`src/rtl/wb_arbiter_pkg.sv`:
```
// Shared widths, write-back entry payload and pending-mask decode helper.
package wb_arbiter_pkg;

  localparam int unsigned ARCH_BITS        = 32;
  localparam int unsigned REG_IDX_BITS     = 5;
  localparam int unsigned NUM_REGS         = 32;
  localparam int unsigned NUM_SPECIAL_REGS = 5;
  localparam int unsigned MASK_BITS        = NUM_REGS + NUM_SPECIAL_REGS;
  localparam int unsigned MASK_IDX_BITS    = $clog2(MASK_BITS);
  localparam int unsigned WB_DEPTH         = 4;

  // One queued register write: special selects the rmN bank.
  typedef struct packed {
    logic                    special;
    logic [REG_IDX_BITS-1:0] dst;
    logic [ARCH_BITS-1:0]    data;
  } wb_entry_t;

  localparam int unsigned ENTRY_BITS = $bits(wb_entry_t);

  // One-hot hazard bit for an entry; out-of-range special indices map to nothing.
  function automatic logic [MASK_BITS-1:0] wb_mask_bit(input wb_entry_t e);
    logic [MASK_IDX_BITS-1:0] idx;
    logic [MASK_BITS-1:0]     m;
    if (e.special) begin
      idx = MASK_IDX_BITS'(NUM_REGS) + MASK_IDX_BITS'(e.dst);
      m   = (32'(e.dst) < NUM_SPECIAL_REGS) ? (MASK_BITS'(1) << idx) : '0;
    end else begin
      idx = MASK_IDX_BITS'(e.dst);
      m   = MASK_BITS'(1) << idx;
    end
    return m;
  endfunction

endpackage

```
`src/rtl/wb_arbiter_if.sv`:
```
// Producer handshakes plus register-file port A and hazard/status outputs.
interface wb_arbiter_if;
  import wb_arbiter_pkg::*;

  logic                    aluValid;
  logic                    aluReady;
  logic [REG_IDX_BITS-1:0] aluDst;
  logic                    aluSpecial;
  logic [ARCH_BITS-1:0]    aluData;

  logic                    memValid;
  logic                    memReady;
  logic [REG_IDX_BITS-1:0] memDst;
  logic                    memSpecial;
  logic [ARCH_BITS-1:0]    memData;

  logic                    mulValid;
  logic                    mulReady;
  logic [REG_IDX_BITS-1:0] mulDst;
  logic                    mulSpecial;
  logic [ARCH_BITS-1:0]    mulData;

  logic                    wbHold;

  logic [REG_IDX_BITS-1:0] dst;
  logic                    specialDst;
  logic [ARCH_BITS-1:0]    wData;
  logic                    writeEnable;
  logic [MASK_BITS-1:0]    pendingMask;
  logic                    full;
  logic                    empty;

  modport slave (
    input  aluValid, aluDst, aluSpecial, aluData,
    input  memValid, memDst, memSpecial, memData,
    input  mulValid, mulDst, mulSpecial, mulData,
    input  wbHold,
    output aluReady, memReady, mulReady,
    output dst, specialDst, wData, writeEnable, pendingMask, full, empty
  );

  modport master (
    output aluValid, aluDst, aluSpecial, aluData,
    output memValid, memDst, memSpecial, memData,
    output mulValid, mulDst, mulSpecial, mulData,
    output wbHold,
    input  aluReady, memReady, mulReady,
    input  dst, specialDst, wData, writeEnable, pendingMask, full, empty
  );

endinterface

```
`src/rtl/wb_fifo.sv`:
```
// Parametric in-order sync FIFO exposing per-slot valid bits and contents.
module wb_fifo #(
  parameter int unsigned DEPTH = 4,
  parameter int unsigned WIDTH = 8
) (
  input  logic                        clk,
  input  logic                        rst_n,
  input  logic                        i_push,
  input  logic [WIDTH-1:0]            i_data,
  input  logic                        i_pop,
  output logic [WIDTH-1:0]            o_head_c,
  output logic [DEPTH-1:0][WIDTH-1:0] o_entries,
  output logic [DEPTH-1:0]            o_valid,
  output logic                        o_full,
  output logic                        o_empty
);

  localparam int unsigned PTR_BITS = (DEPTH > 1) ? $clog2(DEPTH) : 1;
  localparam int unsigned CNT_BITS = PTR_BITS + 1;

  logic [DEPTH-1:0][WIDTH-1:0] r_mem;
  logic [PTR_BITS-1:0]         r_wr_ptr;
  logic [PTR_BITS-1:0]         r_rd_ptr;
  logic [CNT_BITS-1:0]         r_count;
  logic [CNT_BITS-1:0]         w_count_nxt;
  logic [DEPTH-1:0]            r_valid;
  logic [DEPTH-1:0]            w_valid_nxt;
  logic                        r_full;
  logic                        r_empty;

  // Next occupancy; a pop frees the head slot before a same-cycle push refills it.
  always_comb begin
    w_count_nxt = r_count;
    w_valid_nxt = r_valid;
    if (i_push && !i_pop) begin
      w_count_nxt = r_count + CNT_BITS'(1);
    end else if (!i_push && i_pop) begin
      w_count_nxt = r_count - CNT_BITS'(1);
    end
    if (i_pop) begin
      w_valid_nxt[r_rd_ptr] = 1'b0;
    end
    if (i_push) begin
      w_valid_nxt[r_wr_ptr] = 1'b1;
    end
  end

  // Pointers, count, valid vector and registered status flags.
  always_ff @(posedge clk or negedge rst_n) begin
    if (!rst_n) begin
      r_wr_ptr <= '0;
      r_rd_ptr <= '0;
      r_count  <= '0;
      r_valid  <= '0;
      r_full   <= 1'b0;
      r_empty  <= 1'b1;
    end else begin
      if (i_push) begin
        r_wr_ptr <= r_wr_ptr + PTR_BITS'(1);
      end
      if (i_pop) begin
        r_rd_ptr <= r_rd_ptr + PTR_BITS'(1);
      end
      r_count <= w_count_nxt;
      r_valid <= w_valid_nxt;
      r_full  <= (w_count_nxt == CNT_BITS'(DEPTH));
      r_empty <= (w_count_nxt == '0);
    end
  end

  // Entry storage; contents are qualified by r_valid so no reset is needed.
  always_ff @(posedge clk) begin
    if (i_push) begin
      r_mem[r_wr_ptr] <= i_data;
    end
  end

  assign o_head_c  = r_mem[r_rd_ptr];
  assign o_entries = r_mem;
  assign o_valid   = r_valid;
  assign o_full    = r_full;
  assign o_empty   = r_empty;

endmodule

```
`src/rtl/wb_arbiter.sv`:
```
// Write-back arbiter: MEM > MUL > ALU grant into a FIFO, one register write per cycle.
module wb_arbiter
  import wb_arbiter_pkg::*;
#(
  parameter int unsigned DEPTH = WB_DEPTH
) (
  input logic         clk,
  input logic         rst_n,
  wb_arbiter_if.slave bus
);

  localparam int unsigned PTR_BITS = (DEPTH > 1) ? $clog2(DEPTH) : 1;

  logic                             w_fifo_full;
  logic                             w_fifo_empty;
  logic                             w_pop;
  logic                             w_push;
  logic                             w_can_push;
  logic                             w_grant_mem;
  logic                             w_grant_mul;
  logic                             w_grant_alu;
  wb_entry_t                        w_push_entry;
  wb_entry_t                        w_head;
  logic [ENTRY_BITS-1:0]            w_head_bits;
  logic [DEPTH-1:0][ENTRY_BITS-1:0] w_entries;
  logic [DEPTH-1:0]                 w_valid;
  logic [MASK_BITS-1:0]             w_mask;
  logic                             r_we;
  wb_entry_t                        r_out;

  // Fixed-priority grant; a push is allowed when a slot is free or freed this cycle.
  always_comb begin
    w_pop        = !bus.wbHold && !w_fifo_empty;
    w_can_push   = rst_n && (!w_fifo_full || w_pop);
    w_grant_mem  = bus.memValid;
    w_grant_mul  = !bus.memValid && bus.mulValid;
    w_grant_alu  = !bus.memValid && !bus.mulValid && bus.aluValid;
    w_push       = w_can_push && (w_grant_mem || w_grant_mul || w_grant_alu);
    w_push_entry = '{special: bus.aluSpecial, dst: bus.aluDst, data: bus.aluData};
    if (w_grant_mem) begin
      w_push_entry = '{special: bus.memSpecial, dst: bus.memDst, data: bus.memData};
    end else if (w_grant_mul) begin
      w_push_entry = '{special: bus.mulSpecial, dst: bus.mulDst, data: bus.mulData};
    end
  end

  assign bus.memReady = w_can_push && w_grant_mem;
  assign bus.mulReady = w_can_push && w_grant_mul;
  assign bus.aluReady = w_can_push && w_grant_alu;

  wb_fifo #(
    .DEPTH (DEPTH),
    .WIDTH (ENTRY_BITS)
  ) u_fifo (
    .clk       (clk),
    .rst_n     (rst_n),
    .i_push    (w_push),
    .i_data    (w_push_entry),
    .i_pop     (w_pop),
    .o_head_c  (w_head_bits),
    .o_entries (w_entries),
    .o_valid   (w_valid),
    .o_full    (w_fifo_full),
    .o_empty   (w_fifo_empty)
  );

  assign w_head = wb_entry_t'(w_head_bits);

  // Register-file port A: pop head into output regs, pulse writeEnable for one cycle.
  always_ff @(posedge clk or negedge rst_n) begin
    if (!rst_n) begin
      r_we  <= 1'b0;
      r_out <= '0;
    end else begin
      r_we <= w_pop;
      if (w_pop) begin
        r_out <= w_head;
      end
    end
  end

  // Hazard mask: every valid queued entry plus the write currently issuing.
  always_comb begin
    w_mask = r_we ? wb_mask_bit(r_out) : '0;
    for (int unsigned i = 0; i < DEPTH; i++) begin
      if (w_valid[PTR_BITS'(i)]) begin
        w_mask = w_mask | wb_mask_bit(wb_entry_t'(w_entries[PTR_BITS'(i)]));
      end
    end
  end

  assign bus.dst         = r_out.dst;
  assign bus.specialDst  = r_out.special;
  assign bus.wData       = r_out.data;
  assign bus.writeEnable = r_we;
  assign bus.pendingMask = w_mask;
  assign bus.full        = w_fifo_full;
  assign bus.empty       = w_fifo_empty;

endmodule

```
`src/flat_wrapper.sv`:
```
// flat-port wrapper written by rule: the top's interface ports become plain ports
module wb_arbiter_flat import wb_arbiter_pkg::*;
#(
  parameter int unsigned DEPTH = WB_DEPTH
)
  (clk, rst_n, bus_aluValid, bus_aluDst, bus_aluSpecial, bus_aluData, bus_memValid, bus_memDst, bus_memSpecial, bus_memData, bus_mulValid, bus_mulDst, bus_mulSpecial, bus_mulData, bus_wbHold, bus_aluReady, bus_memReady, bus_mulReady, bus_dst, bus_specialDst, bus_wData, bus_writeEnable, bus_pendingMask, bus_full, bus_empty);
  wb_arbiter_if bus_i ();
  input logic clk;
  input logic rst_n;
  input wire logic [$bits(bus_i.aluValid)-1:0] bus_aluValid;
  input wire logic [$bits(bus_i.aluDst)-1:0] bus_aluDst;
  input wire logic [$bits(bus_i.aluSpecial)-1:0] bus_aluSpecial;
  input wire logic [$bits(bus_i.aluData)-1:0] bus_aluData;
  input wire logic [$bits(bus_i.memValid)-1:0] bus_memValid;
  input wire logic [$bits(bus_i.memDst)-1:0] bus_memDst;
  input wire logic [$bits(bus_i.memSpecial)-1:0] bus_memSpecial;
  input wire logic [$bits(bus_i.memData)-1:0] bus_memData;
  input wire logic [$bits(bus_i.mulValid)-1:0] bus_mulValid;
  input wire logic [$bits(bus_i.mulDst)-1:0] bus_mulDst;
  input wire logic [$bits(bus_i.mulSpecial)-1:0] bus_mulSpecial;
  input wire logic [$bits(bus_i.mulData)-1:0] bus_mulData;
  input wire logic [$bits(bus_i.wbHold)-1:0] bus_wbHold;
  output wire logic [$bits(bus_i.aluReady)-1:0] bus_aluReady;
  output wire logic [$bits(bus_i.memReady)-1:0] bus_memReady;
  output wire logic [$bits(bus_i.mulReady)-1:0] bus_mulReady;
  output wire logic [$bits(bus_i.dst)-1:0] bus_dst;
  output wire logic [$bits(bus_i.specialDst)-1:0] bus_specialDst;
  output wire logic [$bits(bus_i.wData)-1:0] bus_wData;
  output wire logic [$bits(bus_i.writeEnable)-1:0] bus_writeEnable;
  output wire logic [$bits(bus_i.pendingMask)-1:0] bus_pendingMask;
  output wire logic [$bits(bus_i.full)-1:0] bus_full;
  output wire logic [$bits(bus_i.empty)-1:0] bus_empty;
  assign bus_i.aluValid = bus_aluValid;
  assign bus_i.aluDst = bus_aluDst;
  assign bus_i.aluSpecial = bus_aluSpecial;
  assign bus_i.aluData = bus_aluData;
  assign bus_i.memValid = bus_memValid;
  assign bus_i.memDst = bus_memDst;
  assign bus_i.memSpecial = bus_memSpecial;
  assign bus_i.memData = bus_memData;
  assign bus_i.mulValid = bus_mulValid;
  assign bus_i.mulDst = bus_mulDst;
  assign bus_i.mulSpecial = bus_mulSpecial;
  assign bus_i.mulData = bus_mulData;
  assign bus_i.wbHold = bus_wbHold;
  assign bus_aluReady = bus_i.aluReady;
  assign bus_memReady = bus_i.memReady;
  assign bus_mulReady = bus_i.mulReady;
  assign bus_dst = bus_i.dst;
  assign bus_specialDst = bus_i.specialDst;
  assign bus_wData = bus_i.wData;
  assign bus_writeEnable = bus_i.writeEnable;
  assign bus_pendingMask = bus_i.pendingMask;
  assign bus_full = bus_i.full;
  assign bus_empty = bus_i.empty;
  wb_arbiter #(.DEPTH(DEPTH)) u_core (.clk(clk), .rst_n(rst_n), .bus(bus_i));
endmodule
```
`config.mk`:
```
export PLATFORM = sky130hd
export DESIGN_NAME = wb_arbiter_flat
export DESIGN_NICKNAME = d
export VERILOG_FILES = /design/src/rtl/wb_arbiter_pkg.sv /design/src/rtl/wb_arbiter_if.sv /design/src/rtl/wb_fifo.sv /design/src/rtl/wb_arbiter.sv /design/src/flat_wrapper.sv
export SDC_FILE = /design/constraint.sdc
export NUM_CORES = 1
export LEC_CHECK = 0
export BUFFER_PORTS_ARGS = -buffer_cell sky130_fd_sc_hd__buf_2
export CORE_ASPECT_RATIO = 1.4
export CORE_MARGIN = 2
export CORE_UTILIZATION = 56
export DETAILED_ROUTE_END_ITERATION = 8
export PLACE_DENSITY_LB_ADDON = 0.25
export SETUP_SLACK_MARGIN = 0.05
export SLEW_MARGIN = 20
export SYNTH_ARGS = -nofsm -noshare
export SYNTH_HDL_FRONTEND = slang
export SYNTH_SLANG_ARGS = --single-unit
export TNS_END_PERCENT = 50
```
`constraint.sdc`:
```
create_clock -name clk -period 3.2 [get_ports clk]
set_input_delay 0.16 -clock clk [delete_from_list [all_inputs] [get_ports clk]]
set_output_delay 0.16 -clock clk [all_outputs]
set_load 0.02 [all_outputs]
```
==> results of run 1 <==
sequential cells by signal, indices dropped and copies added (netlist names):
name,count
u_core.u_fifo.r_count,3
u_core.bus.specialDst,1
u_core.u_fifo.o_entries,152
u_core.u_fifo.r_wr_ptr,2
u_core.bus.writeEnable,1
u_core.u_fifo.o_valid,4
u_core.bus.wData,32
u_core.bus.dst,5
u_core.u_fifo.o_full,1
u_core.u_fifo.o_empty,1
u_core.u_fifo.r_rd_ptr,2
cell usage after synthesis (all sizes together), types with 2 or more instances:
cell type | instances | share of area [%]
nor2b | 12 | 0.74
o211ai | 2 | 0.15
or2 | 2 | 0.12
and2 | 6 | 0.37
o21ai | 46 | 2.3
or3b | 2 | 0.17
or3 | 12 | 0.74
or4 | 4 | 0.33
nor2 | 18 | 0.67
edfxtp | 152 | 45
a221oi | 5 | 0.43
dfrtp | 51 | 13
xnor2 | 3 | 0.26
mux4 | 38 | 8.5
a22oi | 32 | 2.4
and3 | 6 | 0.37
nand3 | 25 | 1.2
nor3 | 12 | 0.64
or4b | 2 | 0.20
nor4 | 4 | 0.25
and3b | 8 | 0.69
o22ai | 28 | 1.7
a21oi | 2 | 0.099
ha | 10 | 1.2
o31ai | 2 | 0.28
nand3b | 22 | 1.6
mux2i | 38 | 3.8
nand2b | 5 | 0.31
inv | 8 | 0.30
a211o | 2 | 0.17
nor4bb | 2 | 0.20
buf | 17 | 0.90
nand2 | 69 | 2.6
o221ai | 3 | 0.26
mux2 | 38 | 4.2
a21o | 4 | 0.30
a22o | 2 | 0.17
nor3b | 19 | 1.4
clkbuf | 32 | 1.2
nor4b | 5 | 0.43
routing by layer:
metal  vias up  share of wire, %  track usage [%]
met3        94               6.3            4.993
met1      3680                35            33.41
met2       397                54            53.62
met4         0               4.8            13.91
li1       3343                 -                -
met5         -                 0                0
repair_timing:
item / 4_1_cts / 5_1_grt
endpoints found under the setup margin: 0 / 0
hold buffers: 2 / 0
hold endpoints to repair: 52 / 0
kinds of logic (layout without fill, tap and decap cells):
family | after synthesis | after routing | synth area share, %
adder cells (fa/ha/maj) | 10 | 10 | 1.236
multiplexers | 114 | 114 | 16.44
AND/OR/NAND/NOR | 235 | 235 | 13.08
AO/OA/AOI/OAI | 132 | 132 | 8.640
buffers and inverters | 57 | 263 | 2.386
flip-flops | 204 | 204 | 57.96
XOR/XNOR | 3 | 3 | 0.2596
cell type report:
class | count | area (sq um) | share of cell area [%]
flip-flops and latches | 204 | 5869 | 48.61
multi-input cells | 494 | 4026 | 33.35
repair buffers | 222 | 1234 | 10.22
clock buffers | 25 | 518.0 | 4.290
well taps | 240 | 300.3 | 2.487
clock inverters | 8 | 96.34 | 0.7979
inverters | 8 | 30.03 | 0.2487
worst max-delay path by stage:
stage	endpoint	depth (start not counted)	slack, ns	from
finish	bus_pendingMask[33]	5	0.55	u_core.u_fifo.o_entries[149]
global route	bus_pendingMask[33]	5	0.44	u_core.u_fifo.o_entries[149]
CTS	bus_pendingMask[4]	5	0.63	u_core.u_fifo.o_entries[149]
detailed placement	u_core.u_fifo.o_entries[18]	4	0.91	u_core.u_fifo.o_empty
global placement	u_core.u_fifo.o_entries[19]	4	0.97	u_core.u_fifo.o_empty
floorplan	u_core.u_fifo.o_entries[0]	3	0.86	u_core.u_fifo.o_empty
worst reg2reg max path, stage by stage, from the launching register on:
cell     delay (ns)
dfstp_2        0.39
o21ai_0        0.31
nor2b_1        0.43
and2_2         0.63
buf_12         0.26
through the flow:
step | power (mW) | hold slack (ns) | util [%]
after detailed placement | 7.547 | 0.3772 | 64.08
after global placement | 7.435 | 0.3804 | 64.08
after global routing | 10.20 | 0.1044 | 67.63
after CTS | 9.790 | 0.07031 | 67.63
after floorplan | 6.337 | -0.1356 | -
final | 9.767 | 0.08432 | 67.63
report_power, final:
part / switching, mW / internal [mW]
combinational: 1.84 / 1.50
clock: 0.923 / 1.30
sequential: 0.618 / 3.59
total: 3.38 / 6.39
==> results.toml, run 1 <==
[critical_path]
r2r-end = "u_core.u_fifo.o_entries[18]"
crit_type = "flop to output port"
cp.arrival_ns = 2.49
r2r.worst_path.cells = 4
cp-end-kind = "output port"
cp-start-kind = "flop"
path_cells = "nor4bb_1 > a22o_1 > a21oi_1 > o221ai_1 > buf_2"
critical_path_buf_inv_count = 1
r2r_slack_ns = 0.87
cp_data_required_time_ns = 3.04
crit_family = "simple AND/OR/NAND/NOR gates"
crit_fanout = 9
cp_slowest_stage_delay_ns = 0.83
slowest_stage = "nor4bb_1"
reg2reg_from = "u_core.u_fifo.o_empty"

[min_path]
hold_path_depth = 3
worstHoldEndpoint = "u_core.u_fifo.o_entries[129]"
worstHoldStart = "bus_memData[15]"
hold_class = "input pin to flop"

[cells_and_area]
drive_above_1_share_pct = 35.38
layout_commonest_cell = "buf_2"
mostFrequentLayoutCells = "200 x buf_2, 152 x edfxtp_1, 69 x nand2_1"
fin_cells = 1201
nets = 1079
fin_area_sq_mm = 0.01207
fill_cells = 1309
area_growth_pct = 19.28
antenna_cells = 0

[cts]
clock-root-buffer = "clkbuf_16"
numCtsBuffers = 19
clkLatencyLatePin_ns = 0.48
cts_buffer_depth = 3
path_clk_slew_ns = 0.06
cts_tree = "built"
ctsResizeCount = 0
post-cts-setup-buffer-count = 0
htreeDepth = 1
cts.sinks = 204

[sta]
skew_ns = 0.008503
finalSetupTns_ns = 0
rsz0062_at_grt = "no"
slew_headroom_pct = 31.83
setup_violations = 0
hold_viol = 0
slew_viol_final = 0
worst_slack_ns = 0.5483
fmax_mhz = 377.1
post-route-min-period_ns = 2.652
worst_slew_pin_slew_ns = 1.015
period_share_pct = 82.87

[yosys]
synth_area_per_cell_sq_um = 13.41
ys_seq_area_share_pct = 57.96
syn-cell-area_sq_mm = 0.01012
syn-num-nets = 885
ys_seq_elements = 204
ys_warn_count = 0
synth-edff-count = 152
async_flop_share_pct = 25.49
yosysUniqueCellTypes = 51
postSynthCellCount = 755
ys.flop_type = "edfxtp_1"

[global_route]
grt_max_degree = 80
grt_overflow = 0
grt_pass1_wl_microns = 43110
antenna_found_initial = 0
grt_pass1_vias = 7573
grt_usage_pct = 29.31

[detailed_routing]
firstDrtPassIters = 6
dr_total_vias = 7514
drt-initial-drc-count = 900
drc_errors = 0
wl_microns = 28050
viasPerCell = 6.256
wl_per_cell_microns = 23.35
ant_nets = 0

[placed_design]
io_buffer_count = 200
place_ws_ns = 0.9125
place_congestion = 1.003
dp.cells = 1166
placed_cell_area_sq_mm = 0.01144
dp_hpwl_microns = 19560

[die]
dieArea_sq_mm = 0.01918
core_area_sq_mm = 0.01785
boundaryPins = 201
die_h_microns = 163.1
rows = 58
start_util_pct = 56.70
die_w_microns = 117.6

[pwr]
peakVddDrop_mv = 0.6221
p_leak_nw = 4.759
pwr_density_cell_mw_per_mm2 = 808.9

[flow_run]
cap_viol_max_count = 0

[status]
outcome = "finished, final reports clean"
Power figures use the tool's default switching activity.
==> run 2: changes to the inputs <==
Settings changed: CORE_UTILIZATION 56 to 50.
Clock period 3.2 ns to 2.4 ns, I/O delays scaled along.
==> run 2 against run 1 <==
- clock-buffer cell count down 3
- sequential share of layout area down 0.92 points
- cell area up 1.9%
- sequential power up 29%
- clock power up 26%
- largest cell class unchanged
- combinational power up 42%
- first-iteration DRC count down 44%
- critical endpoint is now bus_pendingMask[34]
- clock skew about the same
- global-route usage down 5.4 points
- worst hold slack worse by 0.047 ns
- register-to-register slack worse by 0.31 ns
- utilization down 5.6 points
==> results.toml, run 2 (synthesis results as in run 1) <==
[status]
outcome = "finished, final reports clean"

[cells_and_area]
mostFrequentLayoutCells = "200 x buf_2, 152 x edfxtp_1, 69 x nand2_1"
drive_above_1_share_pct = 38.12
fin_cells = 1241
fill_cells = 1570
final_util_pct = 62.02
nets = 1108
antenna_cells = 0
layout_commonest_cell = "buf_2"
largest_reg_flops = 152
area_growth_pct = 21.60

[critical_path]
cp_data_required_time_ns = 2.28
crit_fanout = 11
cp.arrival_ns = 2.20
cp_slowest_stage_delay_ns = 0.63
cp-end-kind = "output port"
path_cells = "nor3b_1 > a22o_1 > a21oi_1 > o221ai_1 > buf_2"
slowest_stage = "edfxtp_1"
crit_family = "flip-flops"
cp-start-kind = "flop"
critical_path_buf_inv_count = 1
crit_type = "flop to output port"

[detailed_routing]
firstDrtPassIters = 6
drc_errors = 0
viasPerCell = 6.015
ant_nets = 0
drt-initial-drc-count = 503
wl_microns = 26170
wl_per_cell_microns = 21.09
dr_total_vias = 7464

[sta]
hold_viol = 0
slew_headroom_pct = 54.72
setup_violations = 0
slew_viol_final = 0
fmax_mhz = 431.8
skew_ns = 0.008761
post-route-min-period_ns = 2.316
rsz0062_at_grt = "yes"
timing.hold.ws_ns = 0.03739
period_share_pct = 96.50
worst_slew_pin_slew_ns = 0.6721
finalSetupTns_ns = 0
worst_slack_ns = 0.08389

[pwr]
p_seq_share_pct = 41.9
pwr_density_cell_mw_per_mm2 = 1053
pwr-share-comb_pct = 36.4
p_leak_nw = 4.919
intPower_mw = 8.514
power.clock.fraction_pct = 21.7
switching_share_pct = 34.29
p_sw_mw = 4.443
peakVddDrop_mv = 0.6103

[placed_design]
dp_hpwl_microns = 18350
place_congestion = 0.9524
io_buffer_count = 200
place_ws_ns = 0.4093
dp.cells = 1199

[die]
start_util_pct = 51.01
boundaryPins = 201
dieArea_sq_mm = 0.02141
core_area_sq_mm = 0.01984
rows = 61
die_w_microns = 124.3
die_h_microns = 172.4

[global_route]
grt_max_degree = 80
grt_overflow = 0
antenna_found_initial = 0
grt_pass1_vias = 7350
grt_pass1_wl_microns = 40190
grt_usage_pct = 23.96

[cts]
cts_tree = "built"
htreeDepth = 1
clkLatencyLatePin_ns = 0.48
path_clk_slew_ns = 0.06
cts.sinks = 204
numCtsBuffers = 19
cts_buffer_depth = 3
clock-root-buffer = "clkbuf_16"

[flow_run]
cap_viol_max_count = 0

[min_path]
hold_class = "input pin to flop"
run 2: changes by cell type in the layout (fill, tap and decap cells not counted), sizes merged:
cell	delta
bufinv	-1
clkinvlp	-1
clkbuf	-3
dlygate4sd3	-1
clkinv	+3
inv	+1
buf	+30
run 2: layout make-up:
cell class / count / area (sq um) / area share [%]
sequential: 204 / 5869 / 47.69
multi-input combinational: 494 / 4060 / 32.99
timing repair buffer: 251 / 1453 / 11.80
clock buffer: 22 / 486.7 / 3.954
tap: 252 / 315.3 / 2.562
clock inverter: 10 / 93.84 / 0.7624
inverter: 8 / 30.03 / 0.2440
run 2: metrics by stage:
step | power [mW] | area, sq um
2_1_floorplan | 8.449 | 10120
3_3_place_gp | 10.08 | 11610
3_5_place_dp | 10.16 | 11610
4_1_cts | 13.00 | 12230
5_1_grt | 13.59 | 12310
6_report | 12.96 | 12310
run 2: per-layer routing:
metal | vias up | share of wire, % | track usage (%)
li1 | 3401 | - | -
met5 | - | 0 | 0
met4 | 0 | 3.4 | 8.647
met1 | 3642 | 37 | 27.35
met3 | 62 | 5.3 | 2.908
met2 | 359 | 54 | 46.14
run 2: power groups by stage:
stage	sequential (mW)	combinational [mW]	clock, mW
global route	5.54	5.06	2.98
finish	5.42	4.72	2.81
detailed placement	5.50	4.66	0
global placement	5.47	4.61	0
floorplan	5.61	2.84	0
CTS	5.44	4.70	2.86
run 2: timing repair:
item / 4_1_cts / 5_1_grt
hold endpoints to repair: 51 / 0
setup endpoints to repair: 6 / 26
hold buffers: 1 / 0
gates resized for setup: 2 / 7
setup buffers: 2 / 7
run 2: worst reg2reg max path, stage by stage (launching register included):
cell	delay, ns
dfstp_2	0.39
o21ai_0	0.25
nor2b_1	0.17
buf_4	0.15
and2_2	0.34
buf_12	0.23
run 2: final timing paths:
kind                                               end                         start  slack [ns]  cells after the start
max reg2reg                u_core.u_fifo.o_entries[21]         u_core.u_fifo.o_empty        0.56                      5
max                                bus_pendingMask[34]  u_core.u_fifo.o_entries[147]        0.08                      5
min                        u_core.u_fifo.o_entries[94]               bus_memData[18]        0.04                      3
min in group asynchronous         u_core.bus.wData[14]                         rst_n        0.35                      3
max in group asynchronous    u_core.u_fifo.r_rd_ptr[1]                         rst_n        1.63                      3
min reg2reg                       u_core.bus.wData[24]          u_core.bus.wData[24]        0.50                      1
==> run 3: changes to the inputs <==
Settings changed: BUFFER_PORTS_ARGS -buffer_cell sky130_fd_sc_hd__buf_2 to -buffer_cell sky130_fd_sc_hd__clkbuf_2.
==> run 3 against run 2 <==
- clock power increased by 13%
- largest power group unchanged
- setup slack gained 0.031 ns
- highest routed layer unchanged
- sequential power is essentially flat
- first-iteration DRC count is 36% higher
- clock skew grew 0.014 ns
- clock-buffer cell count did not move
- combinational power is 1% higher
- wire length rose by 2.3%
- largest cell class unchanged
- register-to-register slack worse by 0.16 ns
- cell count rose by 0.16%
==> results.toml, run 3 (synthesis results as in run 1) <==
[critical_path]
r2r_slack_ns = 0.40
path_cells = "or4b_4 > nor4b_1 > a221oi_1 > nand2_1 > clkbuf_2"
reg2reg_from = "u_core.u_fifo.o_empty"
worstSetupEndpoint = "bus_pendingMask[1]"
crit_fanout = 8
critical_path_buf_inv_count = 1
cp_data_required_time_ns = 2.28
r2r.worst_path.cells = 4
r2r-end = "u_core.u_fifo.o_entries[80]"
crit_family = "simple AND/OR/NAND/NOR gates"
slowest_stage = "or4b_4"
cp_slowest_stage_delay_ns = 0.64
startpoint = "u_core.u_fifo.o_entries[149]"
path_depth = 5
cp-end-kind = "output port"
cp.arrival_ns = 2.17
crit_type = "flop to output port"
cp-start-kind = "flop"

[sta]
finalSetupTns_ns = 0
skew_ns = 0.02266
period_share_pct = 95.21
post-route-min-period_ns = 2.285
slew_viol_final = 0
setup_violations = 0
slew_headroom_pct = 51.59
hold_viol = 0
fmax_mhz = 437.6
rsz0062_at_grt = "yes"
worst_slack_ns = 0.1149
worst_slew_pin_slew_ns = 0.7185

[pwr]
peakVddDrop_mv = 0.5862
p_seq_share_pct = 40.5
switching_share_pct = 33.84
intPower_mw = 8.844
pwr_density_cell_mw_per_mm2 = 1074
p_sw_mw = 4.523
pwr-share-comb_pct = 35.7
power.clock.fraction_pct = 23.8
p_leak_nw = 4.969

[cells_and_area]
layout_commonest_cell = "clkbuf_2"
fill_cells = 1580
area_growth_pct = 22.91
multiInputGateArea_sq_mm = 0.004089
ff_latch_area_sq_mm = 0.005872
nets = 1109
fin_area_sq_mm = 0.01244
drive_above_1_share_pct = 39.25
mostFrequentLayoutCells = "198 x clkbuf_2, 152 x edfxtp_1, 69 x nand2_1"
antenna_cells = 0
largest_reg_flops = 152

[cts]
cts.sinks = 204
cts_buffer_depth = 3
numCtsBuffers = 18
cts_tree = "built"
clkLatencyLatePin_ns = 0.49
htreeDepth = 1
clock-root-buffer = "clkbuf_16"
path_clk_slew_ns = 0.07

[detailed_routing]
drc_errors = 0
drt-initial-drc-count = 686
ant_nets = 0
firstDrtPassIters = 5
wl_per_cell_microns = 21.53
dr_total_vias = 7518
wl_microns = 26760
viasPerCell = 6.048

[placed_design]
place_ws_ns = 0.3940
place_congestion = 0.9672
io_buffer_count = 200
placed_cell_area_sq_mm = 0.01157
dp_hpwl_microns = 18560

[flow_run]
cap_viol_max_count = 0

[die]
rows = 61
start_util_pct = 51.01
die_h_microns = 172.4
dieArea_sq_mm = 0.02141
boundaryPins = 201
core_area_sq_mm = 0.01984
die_w_microns = 124.3

[global_route]
grt_pass1_vias = 7479
grt_pass1_wl_microns = 41590
grt_overflow = 0
grt_max_degree = 80
grt_usage_pct = 24.92
antenna_found_initial = 0

[min_path]
hold_class = "input pin to flop"

[status]
outcome = "finished, final reports clean"
run 3: cell count changes in the layout (fill, tap and decap cells not counted), sizes merged:
cell and change:
clkbuf +198, buf -196, bufinv +3, clkinv -2, inv -1
run 3: power groups by stage:
stage               clock, mW  combinational, mW  sequential, mW
floorplan                   0               2.84            5.61
global placement            0               4.57            5.45
detailed placement          0               4.64            5.50
CTS                      3.23               4.71            5.43
global route             3.34               5.13            5.53
finish                   3.18               4.77            5.42
run 3: stage by stage:
step | total power [mW] | hold WS (ns) | util (%) | instances
after floorplan | 8.449 | -0.1756 | - | 755
after global placement | 10.02 | 0.4004 | 58.30 | 1195
after detailed placement | 10.13 | 0.4063 | 58.30 | 1195
after CTS | 13.37 | 0.02235 | 61.91 | 1231
after global routing | 14.00 | 0.06576 | 62.69 | 1243
final | 13.37 | 0.03986 | 62.69 | 1243
run 3: worst min path at each step:
stage	start	end	slack (ns)	cells past startpoint
finish	bus_memData[11]	u_core.u_fifo.o_entries[125]	0.04	3
global placement	rst_n	u_core.u_fifo.r_count[2]	0.40	2
global route	bus_wbHold	u_core.bus.wData[10]	0.07	3
detailed placement	rst_n	u_core.u_fifo.r_count[2]	0.41	2
floorplan	rst_n	u_core.bus.dst[0]	-0.18	0
CTS	bus_memData[29]	u_core.u_fifo.o_entries[143]	0.02	3
run 3: area by class of cell:
type	count	share of cell area, %
tap	252	2.534
inverter	8	0.2414
multi-input combinational	494	32.87
clock buffer	22	3.983
clock inverter	10	1.428
timing repair buffer	253	11.75
sequential	204	47.20
run 3: timing repair:
| item | CTS | global route |
|---|---|---|
| resized for setup | 3 | 17 |
| hold buffers | 1 | 0 |
| pin swaps | 0 | 2 |
| endpoints found under the setup margin | 11 | 31 |
| buffers inserted | 3 | 12 |
| hold endpoints to repair | 51 | 0 |
run 3: tightest hold or removal path, cell delays in order:
cell	delay, ns
clkbuf_2	0.07
nand2_1	0.04
o21ai_0	0.13
run 3: layer usage:
layer	vias to the layer above	wire length, microns	track usage [%]	share of wire [%]
met5	-	0	0	0
met3	79	1465	2.692	5.5
met4	0	1241	12.02	4.6
met2	365	14180	45.52	53
met1	3672	9872	29.56	37
li1	3402	-	-	-
